[config.mk]
export PLATFORM = sky130hd
export DESIGN_NAME = eu_wakeup_issue_queue
export DESIGN_NICKNAME = d
export VERILOG_FILES = /design/src/rtl/eu_wakeup_issue_queue.sv
export SDC_FILE = /design/constraint.sdc
export NUM_CORES = 1
export LEC_CHECK = 0
export BUFFER_PORTS_ARGS = -buffer_cell sky130_fd_sc_hd__clkbuf_2
export CORE_ASPECT_RATIO = 2
export CORE_MARGIN = 1.5
export CORE_UTILIZATION = 44
export DETAILED_ROUTE_END_ITERATION = 16
export PLACE_DENSITY = 0.68
export RECOVER_POWER = 100
export SLEW_MARGIN = 20
export SYNTH_ARGS = -nofsm -noshare
export SYNTH_HDL_FRONTEND = slang
export SYNTH_SLANG_ARGS = --single-unit
export TNS_END_PERCENT = 1
[constraint.sdc]
create_clock -name clk -period 5.75 [get_ports clk]
set_input_delay 0.8625 -clock clk [delete_from_list [all_inputs] [get_ports clk]]
set_output_delay 0.8625 -clock clk [all_outputs]
set_load 0.1 [all_outputs]
[src/rtl/eu_wakeup_issue_queue.sv]
// rtl/eu_wakeup_issue_queue.sv - oldest-first wakeup/select issue queue for one execution unit
module eu_wakeup_issue_queue #(
    parameter int LOG2_DEPTH = 2,
    parameter int NUM_OPS    = 2,
    parameter int NUM_WAKE   = 2,
    parameter int TAG_W      = 6,
    parameter int PAYLOAD_W  = 32
) (
    input  logic                        clk,
    input  logic                        reset_n,
    input  logic                        flush_i,
    input  logic                        disp_valid_i,
    input  logic [PAYLOAD_W-1:0]        disp_payload_i,
    input  logic [NUM_OPS*TAG_W-1:0]    disp_tag_i,
    input  logic [NUM_OPS-1:0]          disp_opd_ready_i,
    output logic                        disp_ready_o,
    input  logic [NUM_WAKE-1:0]         wake_valid_i,
    input  logic [NUM_WAKE*TAG_W-1:0]   wake_tag_i,
    output logic                        issue_valid_o,
    output logic [PAYLOAD_W-1:0]        issue_payload_o,
    input  logic                        issue_ready_i,
    output logic [LOG2_DEPTH:0]         count_o
);
    localparam int DEPTH = 2**LOG2_DEPTH;
    localparam int CW    = LOG2_DEPTH + 1;
    localparam int TW    = NUM_OPS * TAG_W;

    logic [PAYLOAD_W-1:0] payload_q [DEPTH];
    logic [PAYLOAD_W-1:0] payload_d [DEPTH];
    logic [TW-1:0]        tag_q     [DEPTH];
    logic [TW-1:0]        tag_d     [DEPTH];
    logic [NUM_OPS-1:0]   rdy_q     [DEPTH];
    logic [NUM_OPS-1:0]   rdy_d     [DEPTH];
    logic [CW-1:0]        count_q, count_d;

    logic          any_ready;
    logic [CW-1:0] sel;
    logic          issue_fire;
    logic          disp_fire;
    logic [CW-1:0] wr_idx;

    // Ready bits of an operand group after OR-ing in every matching wakeup channel.
    function automatic logic [NUM_OPS-1:0] wake_ops(
        input logic [TW-1:0]             tags,
        input logic [NUM_OPS-1:0]        rdy,
        input logic [NUM_WAKE-1:0]       wv,
        input logic [NUM_WAKE*TAG_W-1:0] wt
    );
        logic [NUM_OPS-1:0] r;
        r = rdy;
        for (int k = 0; k < NUM_OPS; k++) begin
            for (int w = 0; w < NUM_WAKE; w++) begin
                if (wv[w] && (wt[w*TAG_W +: TAG_W] == tags[k*TAG_W +: TAG_W])) begin
                    r[k] = 1'b1;
                end
            end
        end
        return r;
    endfunction

    // Slot 0 is oldest, so scanning downward leaves the lowest-index ready slot selected.
    always_comb begin
        any_ready = 1'b0;
        sel       = '0;
        for (int i = DEPTH - 1; i >= 0; i--) begin
            if ((CW'(i) < count_q) && (&rdy_q[i])) begin
                any_ready = 1'b1;
                sel       = CW'(i);
            end
        end
        issue_payload_o = '0;
        for (int i = 0; i < DEPTH; i++) begin
            if (any_ready && (CW'(i) == sel)) begin
                issue_payload_o = payload_q[i];
            end
        end
    end

    assign issue_valid_o = any_ready;
    assign disp_ready_o  = (count_q != CW'(DEPTH));
    assign count_o       = count_q;
    assign issue_fire    = any_ready && issue_ready_i;
    assign disp_fire     = disp_valid_i && disp_ready_o;
    assign wr_idx        = count_q - CW'(issue_fire);

    always_comb begin
        payload_d = payload_q;
        tag_d     = tag_q;
        rdy_d     = rdy_q;
        count_d   = count_q;
        // Slots at and above the issued one take their upper neighbour, wakeups included.
        for (int i = 0; i < DEPTH; i++) begin
            if (issue_fire && (CW'(i) >= sel)) begin
                payload_d[i] = payload_q[(i + 1) % DEPTH];
                tag_d[i]     = tag_q[(i + 1) % DEPTH];
                rdy_d[i]     = wake_ops(tag_q[(i + 1) % DEPTH], rdy_q[(i + 1) % DEPTH],
                                        wake_valid_i, wake_tag_i);
            end else begin
                rdy_d[i]     = wake_ops(tag_q[i], rdy_q[i], wake_valid_i, wake_tag_i);
            end
        end
        for (int i = 0; i < DEPTH; i++) begin
            if (disp_fire && (CW'(i) == wr_idx)) begin
                payload_d[i] = disp_payload_i;
                tag_d[i]     = disp_tag_i;
                rdy_d[i]     = wake_ops(disp_tag_i, disp_opd_ready_i, wake_valid_i, wake_tag_i);
            end
        end
        case ({disp_fire, issue_fire})
            2'b10:   count_d = count_q + CW'(1);
            2'b01:   count_d = count_q - CW'(1);
            default: count_d = count_q;
        endcase
        if (flush_i) begin
            count_d = '0;
        end
    end

    always_ff @(posedge clk or negedge reset_n) begin
        if (!reset_n) begin
            count_q <= '0;
            for (int i = 0; i < DEPTH; i++) begin
                payload_q[i] <= '0;
                tag_q[i]     <= '0;
                rdy_q[i]     <= '0;
            end
        end else begin
            count_q   <= count_d;
            payload_q <= payload_d;
            tag_q     <= tag_d;
            rdy_q     <= rdy_d;
        end
    end
endmodule

After elaboration in Yosys (flattened, before gate mapping)
Cells that the tools add are included.

Output and inout bits: 37. Logic and storage cells: 160. Bits of input ports: 65. Bits in registers: 187.

Add/subtract/negate cells: 3. Equality and inequality tests: 29. Reductions and logical operators: 49. Mux-type cells: 58. $lt $le $gt $ge: 8.

Operators with widths (count): $mux 32 (12); $eq 6x6->1 (20); $mux 12 (8); $logic_and 1x1->1 (38); $mux 1 (24); $mux 2 (9); $eq 2x3->1 const A (4); $mux 3 (4); $reduce_and 2->1 (4); $reduce_bool 2->1 (4); $eq 1x3->1 const A (2); $ge 1x3->1 const A (2); $ge 2x3->1 const A (2); $logic_not 3->1 (2); $lt 1x3->1 const A (2); $lt 2x3->1 const A (2); $pmux 3 s2 (1); $add 3x1->3 const B (1); $ne 3x3->1 const B (1); $reduce_bool 3->1 (1); $sub 3x1->3 (1); $sub 3x1->3 const B (1); $eq 2x1->1 const B (1); $eq 2x2->1 const B (1).

Depth between registers and ports, before layout
Depth after elaboration: 12. Depth in mapped cells: 14. Depth with buffers taken out: 11.

Worst setup path before layout
No wires, ideal clock.

Path type: flip-flop to flip-flop. Start: register count_q[1] (netlist: count_o[1]). End: register payload_q[32] (netlist name). Cell stages (with the launch flop): 15. Setup slack: 1.685 ns. Clock period less this slack: 4.065 ns. Path buffers: 3. Data arrival time: 3.940 ns. Data required time: 5.625 ns. Setup time: 0.125 ns. Cells stage by stage: dfrtp_1 -> buf_2 -> o311ai_4 -> nand2_1 -> o21ai_2 -> clkbuf_1 -> nor2_1 -> ha_1 -> nand2_1 -> nor2_1 -> o21ai_0 -> nor2_1 -> nand2_1 -> buf_2 -> mux2_2.

Cells in the longest elaborated chain, start to end: 11. Elaborated cells on any way between the ends: 26. Those cells by class: add/sub (1); order compare (5); eq/ne (2); mux (9); reduce/logical (9).

RTL lines: from (decl) (line 34) `logic [CW-1:0] count_q, count_d;`; from (signal assigned) (line 128) `count_q <= count_d;`; $lt 2x3->1 (line 66) `if ((CW'(i) < count_q) && (&rdy_q[i])) begin`; $logic_and 1x1->1 (line 66); $mux 1 (4 in a row) (line 66); $logic_and 1x1->1 (line 82) `assign issue_fire = any_ready && issue_ready_i;`; $sub 3x1->3 (line 84) `assign wr_idx = count_q - CW'(issue_fire);`; $eq 2x3->1 (line 103) `if (disp_fire && (CW'(i) == wr_idx)) begin`; $logic_and 1x1->1 (line 103); $mux 32 or $reduce_bool 2->1 (tied branches); to (signal assigned) (line 129) `payload_q <= payload_d;`; to (decl) (line 28) `logic [PAYLOAD_W-1:0] payload_q [DEPTH];`.

Parallel ways exist; a longest one is shown, timed or not. A chain may end at the register's enable or synchronous reset.

Final worst setup path
Start: register count_q[2] (netlist: count_o[2]). End: output port issue_payload_o[4].

Cells in the longest elaborated chain, start to end: 12. Elaborated cells on any way between the ends: 28. Those cells by class: order compare (4); eq/ne (3); mux (12); reduce/logical (9).

RTL lines: $lt 2x3->1 (line 66); $logic_and 1x1->1 (line 66); $mux 2 (line 66); $mux 3 (3 in a row) (line 66); $logic_not 3->1 (line 73) `if (any_ready && (CW'(i) == sel)) begin`; $logic_and 1x1->1 (line 73); $mux 32 (3 in a row) (line 73); $mux 32 * (line 73); to (decl) (line 20) `output logic [PAYLOAD_W-1:0] issue_payload_o,`.

Mark *: on every way between the ends. The rest lies on a longest branch, timed or not.

==> metrics.txt <==
clk root buf clkbuf_16; number of clock buffers inserted by TritonCTS 17; number of warnings printed during yosys synthesis 0; transition time at the pin with the least slew margin 3010 ps; Final WS setup 898 ps; leading cell type in the layout, fill and taps excluded mux2_2; leakage power 0.00544 µW; synthesized flop and latch total 187; CTS H-tree depth 4; Diodes inserted 0; Critical Path End Type output port; residual antenna-violating net count after detailed routing 0; Netlist cell types 38; CORE AREA 0.0262 mm²; post-synth top area share 0.400; count of buffers from port buffering 101; slowest cell delay on critical path 950 ps; total power draw 8640 µW; setup repair after global routing missed its margin no; largest net degree at the start of global routing 87; class of the tightest hold or removal check in -> async; DR pass1 iterations 4; worst setup slack for register-to-register paths 1120 ps; synth top area cells dfrtp_1, mux2_2, xor2_1; number of global-route vias before repair 8789; dominant register cell in the synthesized netlist dfrtp_1; highest achievable clock rate 206 MHz; library cell with the largest summed area after synthesis dfrtp_1; die outline height 234 µm; clock tree from TritonCTS done; TNS Setup 0 ps; number of slew-limit violations in the final report 156; number of design rule violations left after detail routing 0; Clock Latency Late Sink 450 ps; Synth Cell Area 0.0117 mm²; worst slack on hold paths 464 ps; Area Overhead vs Synth 11.7%; number of nets in the synthesized netlist 1066; critical path start-end classification reg -> out; worst-case clock skew 6.70 ps; final weighted congestion of routability-driven global placement 0.898; die width 118 µm; DPL Wire Length 21600 µm; pre-CTS WS 1550 ps; reg2reg start count_o[2]; startpoint kind of the worst setup timing path flip-flop; Hold Vio Cnt, Final 0; Avg Synthesized Cell Area 11.7 µm²; count of cells along the worst register-to-register path 10; DRT Wirelength 32100 µm; via-per-instance ratio 5.81; standard-cell row count 84; Final setup violation count 0; outcome finished, violations left; total routing resource utilization after global routing 0.238; clock buffer depth 2; floorplan die area 0.0276 mm²; share of async-settable or async-resettable flops after synthesis 1.00; post-CTS setup buffer count 0; number of sinks handled by clock tree synthesis 187; number of synthesized flops with an enable pin 0; antenna violations before repair 0; terminus of the critical flop-to-flop path payload_q[120]; part of the cycle the worst path needs 0.844; Post-Syn Instances 997; clock transition time at the flip-flop clock pins of the worst setup and hold paths 70 ps; number of nets in the layout 1134; sequential standard cell area 0.00468 mm²; area of combinational cells with multiple inputs 0.00674 mm²; DRC marker count from the first detailed-route iteration 386; maximum resistive drop on vdd 0.465 mV; largest fanout on the critical path 44; filler cell count 2374; Post-CTS Hold Buffers 0; overflow left after global routing 0; routed length per instance 22.6 µm; failing checks capacitance limit, slew limit; Post-CTS Resized 0; I/O pins 102; highest-delay cell along the critical path clkbuf_1; most used cells in the layout excluding fill and tap cells mux2_2, dfrtp_1, clkbuf_2; max-cap violations 3; CP Data Required Time 4890 ps; sequential share of the synthesized area 0.400; ordered cell list for the critical path o311ai_0, buf_4, nand2_1, nor3_2, buf_4, a221o_1, clkbuf_1; Slew HR -1.01; first-pass GRT wire length 50100 µm; Min Clock Period, post-route 4850 ps; fraction of layout instances using a drive strength above 1 0.428; effective utilization at floorplan 0.447; data arrival at the endpoint of the critical path 3990 ps; Crit path top cell by count buf_4; via count 8254; power density of the placed cells 661 mW/mm²
final cells by class:
class / count / area share
multi-input cells: 735 / 0.516
well taps: 344 / 0.0330
clock buffers: 21 / 0.0368
inverters: 2 / 0.000575
flip-flops and latches: 187 / 0.358
clock inverters: 9 / 0.00728
repair buffers: 122 / 0.0481
report_power, final:
part / switching [µW] / internal (µW) / total, µW
registers: 694 / 2030 / 2720
logic: 2590 / 2150 / 4740
clock network: 503 / 676 / 1180
total: 3780 / 4860 / 8640
worst max-delay path by stage:
| stage | start | end | slack (ps) | cells after the start |
|---|---|---|---|---|
| 6_report | count_o[2] | issue_payload_o[4] | 900 | 7 |
| 3_5_place_dp | count_o[2] | payload_q[115] | 1550 | 10 |
| 5_1_grt | count_o[2] | issue_payload_o[4] | 680 | 7 |
| 2_1_floorplan | count_o[1] | payload_q[32] | 1690 | 14 |
| 4_1_cts | count_o[2] | issue_payload_o[11] | 1340 | 7 |
| 3_3_place_gp | count_o[2] | payload_q[51] | 1650 | 13 |
state kept, by name (all words and copies together) (netlist names):
register   cells
payload_q    128
tag_q         48
rdy_q          8
count_o        3
Yosys cell counts, drive strengths merged (7+ instances only):
cell    count
xnor2      62
nand4      20
mux2i       7
nor2       31
buf        22
nand3      14
nor3       11
dfrtp     187
a21oi      54
a21o       21
nand2      20
xor2       62
mux2      360
nor4       18
a22o       21
clkbuf     51
a221o      11
metrics by stage:
step                      cell area (µm²)   util  instances
after floorplan                     11700      -        997
after global placement              12600  0.480       1390
after detailed placement            12600  0.480       1390
after CTS                           13100  0.502       1420
after global routing                13100  0.499       1420
final                               13100  0.499       1420
per-layer routing:
layer / wire length [µm] / track usage / share of wire / vias to the layer above
met5: 0 / 0 / 0 / -
met4: 1090 / 0.0983 / 0.034 / 0
met1: 12200 / 0.252 / 0.38 / 4250
met2: 17800 / 0.459 / 0.56 / 184
li1: - / - / - / 3752
met3: 1010 / 0.0422 / 0.031 / 68
worst max-delay path, delay by kind of cell (launching register included):
| kind | cells | cell delay, ps |
|---|---|---|
| DFF | 1 | 510 |
| AOI/OAI and AO/OA | 2 | 610 |
| and+or+nand+nor | 2 | 590 |
| buffers and inverters | 3 | 1810 |
logic make-up (layout without fill, tap and decap cells):
logic type | count (synthesis) | in the layout | synth area share
buffers and inverters | 75 | 154 | 0.0261
adders and majority gates | 4 | 4 | 0.00428
muxes | 367 | 367 | 0.353
and+or+nand+nor | 119 | 119 | 0.0512
AOI/OAI and AO/OA | 121 | 121 | 0.0721
DFF | 187 | 187 | 0.400
xor gates and xnor gates | 124 | 124 | 0.0935
Note: power is estimated with default switching activity, not from simulation.
